File: config.mk
export PLATFORM = sky130hd
export DESIGN_NAME = mc_ctrl_flat
export DESIGN_NICKNAME = d
export VERILOG_FILES = /design/src/rtl/mc_ctrl_if.sv /design/src/rtl/mc_ctrl.sv /design/src/flat_wrapper.sv
export SDC_FILE = /design/constraint.sdc
export NUM_CORES = 1
export LEC_CHECK = 0
export CAP_MARGIN = 10
export CORE_MARGIN = 2
export CORE_UTILIZATION = 35
export DETAILED_ROUTE_END_ITERATION = 12
export GPL_TIMING_DRIVEN = 0
export PLACE_DENSITY = 0.82
export REMOVE_ABC_BUFFERS = 1
export SYNTH_ARGS = -nofsm -noshare
export SYNTH_HDL_FRONTEND = slang
export SYNTH_SLANG_ARGS = --single-unit
File: constraint.sdc
create_clock -name clk -period 1.8 [get_ports clk]
set_input_delay 0.27 -clock clk [delete_from_list [all_inputs] [get_ports clk]]
set_output_delay 0.27 -clock clk [all_outputs]
set_load 0.02 [all_outputs]
File: src/rtl/mc_ctrl_if.sv
// Control bundle between mc_ctrl and the MIPS datapath: decoded IR fields and
// the Zero flag flow in, datapath enables/selects and the debug state flow out.
interface mc_ctrl_if #(
  parameter int ST_W = 4
);
  logic [5:0]      Op;
  logic [5:0]      Funct;
  logic            Zero;
  logic            PCWr;
  logic            IRWr;
  logic            RFWr;
  logic            DMWr;
  logic            ALUSrcB;
  logic            EXTOp;
  logic [1:0]      ALUOp;
  logic [1:0]      NPCOp;
  logic            WDSel;
  logic            GPRSel;
  logic            InstrDone;
  logic            Illegal;
  logic [ST_W-1:0] State;

  modport master (
    input  Op, Funct, Zero,
    output PCWr, IRWr, RFWr, DMWr, ALUSrcB, EXTOp, ALUOp, NPCOp,
           WDSel, GPRSel, InstrDone, Illegal, State
  );

  modport slave (
    output Op, Funct, Zero,
    input  PCWr, IRWr, RFWr, DMWr, ALUSrcB, EXTOp, ALUOp, NPCOp,
           WDSel, GPRSel, InstrDone, Illegal, State
  );
endinterface

File: src/rtl/mc_ctrl.sv
// Multi-cycle MIPS control FSM: sequences FETCH/DCD/EXE/MEM/WB and drives all
// datapath enables and selects. No handshake; the datapath follows the state.
module mc_ctrl #(
  parameter int ST_W = 4
) (
  input  logic      clk,
  input  logic      rst,
  mc_ctrl_if.master bus
);

  typedef enum logic [3:0] {
    S_FETCH = 4'd0,
    S_DCD   = 4'd1,
    S_MA    = 4'd2,
    S_MR    = 4'd3,
    S_MW    = 4'd4,
    S_MWB   = 4'd5,
    S_EXE   = 4'd6,
    S_AWB   = 4'd7,
    S_BR    = 4'd8,
    S_JMP   = 4'd9
  } state_t;

  state_t state, next_state;

  logic is_rtype, r_addu, r_subu, r_or, r_legal;
  logic is_lw, is_sw, is_addiu, is_ori, is_beq, is_j;
  logic       alu_srcb, alu_ext;
  logic [1:0] alu_op;

  always_comb begin
    is_rtype = (bus.Op == 6'b000000);
    r_addu   = is_rtype && (bus.Funct == 6'b100001);
    r_subu   = is_rtype && (bus.Funct == 6'b100011);
    r_or     = is_rtype && (bus.Funct == 6'b100101);
    r_legal  = r_addu || r_subu || r_or;
    is_lw    = (bus.Op == 6'b100011);
    is_sw    = (bus.Op == 6'b101011);
    is_addiu = (bus.Op == 6'b001001);
    is_ori   = (bus.Op == 6'b001101);
    is_beq   = (bus.Op == 6'b000100);
    is_j     = (bus.Op == 6'b000010);
  end

  // ALU setup shared by EXE and AWB so the result stays valid through writeback.
  always_comb begin
    alu_srcb = !is_rtype;
    alu_ext  = is_addiu;
    if (is_rtype)
      alu_op = r_subu ? 2'b01 : (r_or ? 2'b10 : 2'b00);
    else
      alu_op = is_ori ? 2'b10 : 2'b00;
  end

  always_ff @(posedge clk or posedge rst) begin
    if (rst) state <= S_FETCH;
    else     state <= next_state;
  end

  always_comb begin
    next_state    = S_FETCH;
    bus.PCWr      = 1'b0;
    bus.IRWr      = 1'b0;
    bus.RFWr      = 1'b0;
    bus.DMWr      = 1'b0;
    bus.ALUSrcB   = 1'b0;
    bus.EXTOp     = 1'b0;
    bus.ALUOp     = 2'b00;
    bus.NPCOp     = 2'b00;
    bus.WDSel     = 1'b0;
    bus.GPRSel    = 1'b0;
    bus.InstrDone = 1'b0;
    bus.Illegal   = 1'b0;
    case (state)
      S_FETCH: begin
        bus.IRWr   = 1'b1;
        bus.PCWr   = 1'b1;
        next_state = S_DCD;
      end
      S_DCD: begin
        if (r_legal || is_addiu || is_ori) next_state = S_EXE;
        else if (is_lw || is_sw)           next_state = S_MA;
        else if (is_beq)                   next_state = S_BR;
        else if (is_j)                     next_state = S_JMP;
        else                               bus.Illegal = 1'b1;
      end
      S_MA: begin
        bus.ALUSrcB = 1'b1;
        bus.EXTOp   = 1'b1;
        next_state  = is_lw ? S_MR : S_MW;
      end
      S_MR:  next_state = S_MWB;
      S_MWB: begin
        bus.RFWr      = 1'b1;
        bus.WDSel     = 1'b1;
        bus.GPRSel    = 1'b1;
        bus.InstrDone = 1'b1;
      end
      S_MW: begin
        bus.DMWr      = 1'b1;
        bus.InstrDone = 1'b1;
      end
      S_EXE: begin
        bus.ALUSrcB = alu_srcb;
        bus.EXTOp   = alu_ext;
        bus.ALUOp   = alu_op;
        next_state  = S_AWB;
      end
      S_AWB: begin
        bus.ALUSrcB   = alu_srcb;
        bus.EXTOp     = alu_ext;
        bus.ALUOp     = alu_op;
        bus.RFWr      = 1'b1;
        bus.GPRSel    = !is_rtype;
        bus.InstrDone = 1'b1;
      end
      S_BR: begin
        bus.ALUOp     = 2'b01;
        bus.NPCOp     = 2'b01;
        bus.PCWr      = bus.Zero;
        bus.InstrDone = 1'b1;
      end
      S_JMP: begin
        bus.NPCOp     = 2'b10;
        bus.PCWr      = 1'b1;
        bus.InstrDone = 1'b1;
      end
      default: next_state = S_FETCH;
    endcase
    // State already reads FETCH under reset; this silences FETCH's enables too.
    if (rst) begin
      bus.PCWr      = 1'b0;
      bus.IRWr      = 1'b0;
      bus.RFWr      = 1'b0;
      bus.DMWr      = 1'b0;
      bus.ALUSrcB   = 1'b0;
      bus.EXTOp     = 1'b0;
      bus.ALUOp     = 2'b00;
      bus.NPCOp     = 2'b00;
      bus.WDSel     = 1'b0;
      bus.GPRSel    = 1'b0;
      bus.InstrDone = 1'b0;
      bus.Illegal   = 1'b0;
    end
  end

  assign bus.State = ST_W'(state);

endmodule
File: src/flat_wrapper.sv
// flat-port wrapper written by rule: the top's interface ports become plain ports
module mc_ctrl_flat 
#(
  parameter int ST_W = 4
)
  (clk, rst, bus_Op, bus_Funct, bus_Zero, bus_PCWr, bus_IRWr, bus_RFWr, bus_DMWr, bus_ALUSrcB, bus_EXTOp, bus_ALUOp, bus_NPCOp, bus_WDSel, bus_GPRSel, bus_InstrDone, bus_Illegal, bus_State);
  mc_ctrl_if #(.ST_W(ST_W)) bus_i ();
  input  logic clk;
  input  logic rst;
  input wire logic [$bits(bus_i.Op)-1:0] bus_Op;
  input wire logic [$bits(bus_i.Funct)-1:0] bus_Funct;
  input wire logic [$bits(bus_i.Zero)-1:0] bus_Zero;
  output wire logic [$bits(bus_i.PCWr)-1:0] bus_PCWr;
  output wire logic [$bits(bus_i.IRWr)-1:0] bus_IRWr;
  output wire logic [$bits(bus_i.RFWr)-1:0] bus_RFWr;
  output wire logic [$bits(bus_i.DMWr)-1:0] bus_DMWr;
  output wire logic [$bits(bus_i.ALUSrcB)-1:0] bus_ALUSrcB;
  output wire logic [$bits(bus_i.EXTOp)-1:0] bus_EXTOp;
  output wire logic [$bits(bus_i.ALUOp)-1:0] bus_ALUOp;
  output wire logic [$bits(bus_i.NPCOp)-1:0] bus_NPCOp;
  output wire logic [$bits(bus_i.WDSel)-1:0] bus_WDSel;
  output wire logic [$bits(bus_i.GPRSel)-1:0] bus_GPRSel;
  output wire logic [$bits(bus_i.InstrDone)-1:0] bus_InstrDone;
  output wire logic [$bits(bus_i.Illegal)-1:0] bus_Illegal;
  output wire logic [$bits(bus_i.State)-1:0] bus_State;
  assign bus_i.Op = bus_Op;
  assign bus_i.Funct = bus_Funct;
  assign bus_i.Zero = bus_Zero;
  assign bus_PCWr = bus_i.PCWr;
  assign bus_IRWr = bus_i.IRWr;
  assign bus_RFWr = bus_i.RFWr;
  assign bus_DMWr = bus_i.DMWr;
  assign bus_ALUSrcB = bus_i.ALUSrcB;
  assign bus_EXTOp = bus_i.EXTOp;
  assign bus_ALUOp = bus_i.ALUOp;
  assign bus_NPCOp = bus_i.NPCOp;
  assign bus_WDSel = bus_i.WDSel;
  assign bus_GPRSel = bus_i.GPRSel;
  assign bus_InstrDone = bus_i.InstrDone;
  assign bus_Illegal = bus_i.Illegal;
  assign bus_State = bus_i.State;
  mc_ctrl #(.ST_W(ST_W)) u_core (.clk(clk), .rst(rst), .bus(bus_i));
endmodule
==> reports/results.txt <==
Crit Path Class: in -> out
# clock sinks: 4
Number of CTS-inserted buffers: 3
Final setup viols: 2
Max_cap viols: 0
Cells after Synth: 76
Final Skew: 9.494 ps
Adder-cell share of the synthesized area: 0
Core footprint: 0.001454 mm^2
Area growth from synthesis to layout: 86.97%
Filler cells: 120
Worst Hold Class: in -> reg
Pint: 358.6 uW
First-pass GRT wire length: 2.987 mm
Flop pwr share: 0.191
Number of routed nets with antenna violations: 0
Maximum vdd drop: 0.0004981 V
Most frequent CP cell: buf_4
Initial antenna violation count: 0
Clk Latency, worst-skew pair: 250 ps
Mux cell area share after synthesis: 0
Port-buffer cells: 32
Max incr delay on CP: 550 ps
Placer Congestion: 0.7741
Leak: 0.0004607 uW
Synthesized area per cell: 6.947 um^2
Combinational share of power: 0.621
Worst EP arrival: 1610 ps
Place WS: -952.5 ps
First DRT Iteration DRCs: 6
DRT Pass-1 Iters: 4
Number of synthesized flops with an enable pin: 0
GRT Total Usage: 0.2156
TritonCTS clock tree: done
Avg Vias per Cell: 5.593
Met1 Wirelength: 793 um
Multi-input logic area: 465.4 um^2
Root Driver: clkbuf_4
Core Rows: 14
Post-synth ARST share: 1.000
PnR worst setup slack: -76.90 ps
Register area share after synthesis: 0.1896
Total power draw: 630.0 uW
Crit end category: output port
Metal3 WL: 118 um
#FFs+latches synth: 4
Worst-Margin Slew: 407.8 ps
Most used DFF post-synth: dfrtp_1
CP required: 1530 ps
Fraction of layout cells with a size suffix above 1: 0.4538
Max reg flops: 4
R2r worst-path depth: 4
Maximum clock path buffer count: 2
Switch share: 0.4307
Final worst path period need: 1877 ps
CP max-delay cell: or4_4
Critical path peak fanout: 3
Synth Cell Area: 528.0 um^2
Synth Area in Compound Gates: 0.1967
I/O pin cnt: 33
Area share of and/or/nand/nor cells after synthesis: 0.5166
Clock power share: 0.188
Setup slack, reg-to-reg: 580 ps
Die W: 42.84 um
Reg area: 105.1 um^2
H-tree depth: 1
Vias: 755
Netlist cell types: 33
Run status: finished, violations left
DRT Wirelength: 1.902 mm
Ant diodes: 0
Hold depth: 4
Synth warnings: 0
Slew Viols, Final: 0
Fmax: 532.8 MHz
Met2 wire length: 948 um
CTS clk-pin slew, worst paths: 40 ps
Largest net degree at the start of global routing: 14
Power Density: 638.1 mW/mm^2
Wire length per cell: 14.09 um
Die H: 42.84 um
Final HPWL from detailed placement: 1.147 mm
Initial Util: 0.3632
Startpoint types: input pin
Failing checks: setup timing
DRC viols: 0
Xor/xnor share of the synthesized area: 0.03318
NumNets Final: 136
RSZ-0062 raised after global routing: true
Max-slew headroom: 0.7282
Main combinational cell family by area after synthesis: simple AND/OR/NAND/NOR gates
Die ar.: 0.001835 mm^2
Final hold slack: 444.8 ps
Final hold viol count: 0
Net load switching power: 271.3 uW
Final period utilization: 1.043
CP Cell Sequence: buf_6 -> or4_4 -> nor4_4 -> buf_4 -> a32oi_1 -> nor2_1 -> buf_4
Total grt overflow: 0
Max Used Layer: met4
Vias in the first global route: 699
-- final cells by class --
type	count	share of cell area
multi-input combinational	63	0.4715
timing repair buffer	46	0.3676
sequential	4	0.1065
clock buffer	3	0.02281
tap	16	0.02028
inverter	3	0.01141
-- power groups by stage --
stage	combinational, uW	sequential, uW	clock, uW
global placement	298	153	0
finish	391	120	118
CTS	377	118	120
detailed placement	306	155	0
global route	419	122	133
floorplan	153	160	0
-- kinds of logic after synthesis --
family / count (synthesis)
buf+inv: 9
simple gates: 46
xor+xnor: 2
compound gates: 15
flops: 4
-- per-stage QoR --
step	std cells	TNS, ps	utilization	cell area (um^2)
after floorplan	70	-143.3	-	505.5
after global placement	118	-7655	0.5818	845.8
after detailed placement	118	-7901	0.5818	845.8
after CTS	130	-132.7	0.6566	954.7
after global routing	135	-338.4	0.6790	987.2
final	135	-127.7	0.6790	987.2
-- synthesized netlist by cell type (all sizes together) (3+ instances only) --
master | n | share of area
a21oi | 6 | 0.064
clkbuf | 4 | 0.028
dfrtp | 4 | 0.19
inv | 3 | 0.021
nand2 | 4 | 0.028
nand2b | 4 | 0.047
nor2 | 14 | 0.10
nor3 | 7 | 0.076
nor4 | 3 | 0.064
o21ai | 3 | 0.028
-- routing by layer --
metal / global-route usage / vias up
li1: - / 360
met5: 0 / -
met4: 0.09375 / 0
met1: 0.2617 / 362
met2: 0.3576 / 28
met3: 0.05106 / 5
-- worst max-delay path: cells and delay by family --
kind	cells	cell delay, ps
AO/OA/AOI/OAI	1	90
buffers and inverters	3	420
AND/OR/NAND/NOR	3	830
-- path summary, 6_finish.rpt --
path                                           from                   to
worst max-delay path                      bus_Op[4]         bus_ALUOp[1]
worst min-delay path                      bus_Op[3]  u_core.bus.State[1]
worst max register to register  u_core.bus.State[2]  u_core.bus.State[0]
worst min register to register  u_core.bus.State[1]  u_core.bus.State[3]
max in group asynchronous                       rst  u_core.bus.State[2]
min in group asynchronous                       rst  u_core.bus.State[1]
-- layout by cell type (no fill, tap or decap), types with 3 or more instances in the layout --
master           count
buf_4               16
nor2_1              12
buf_2                9
clkdlybuf4s50_1      7
dlygate4sd2_1        6
nand2_1              4
nor3_1               4
a21oi_1              4
dfrtp_2              4
nand2b_1             3
clkbuf_4             3
buf_6                3
-- what timing repair did --
| action | 4_1_cts | 5_1_grt |
|---|---|---|
| resized for setup | 86 | 20 |
| endpoints found under the setup margin | 18 | 11 |
| hold endpoints to repair | 0 | 4 |
| hold buffers | 0 | 1 |
| pin swaps | 6 | 1 |
| setup buffers | 9 | 4 |
(Power assumes the default switching activity.)
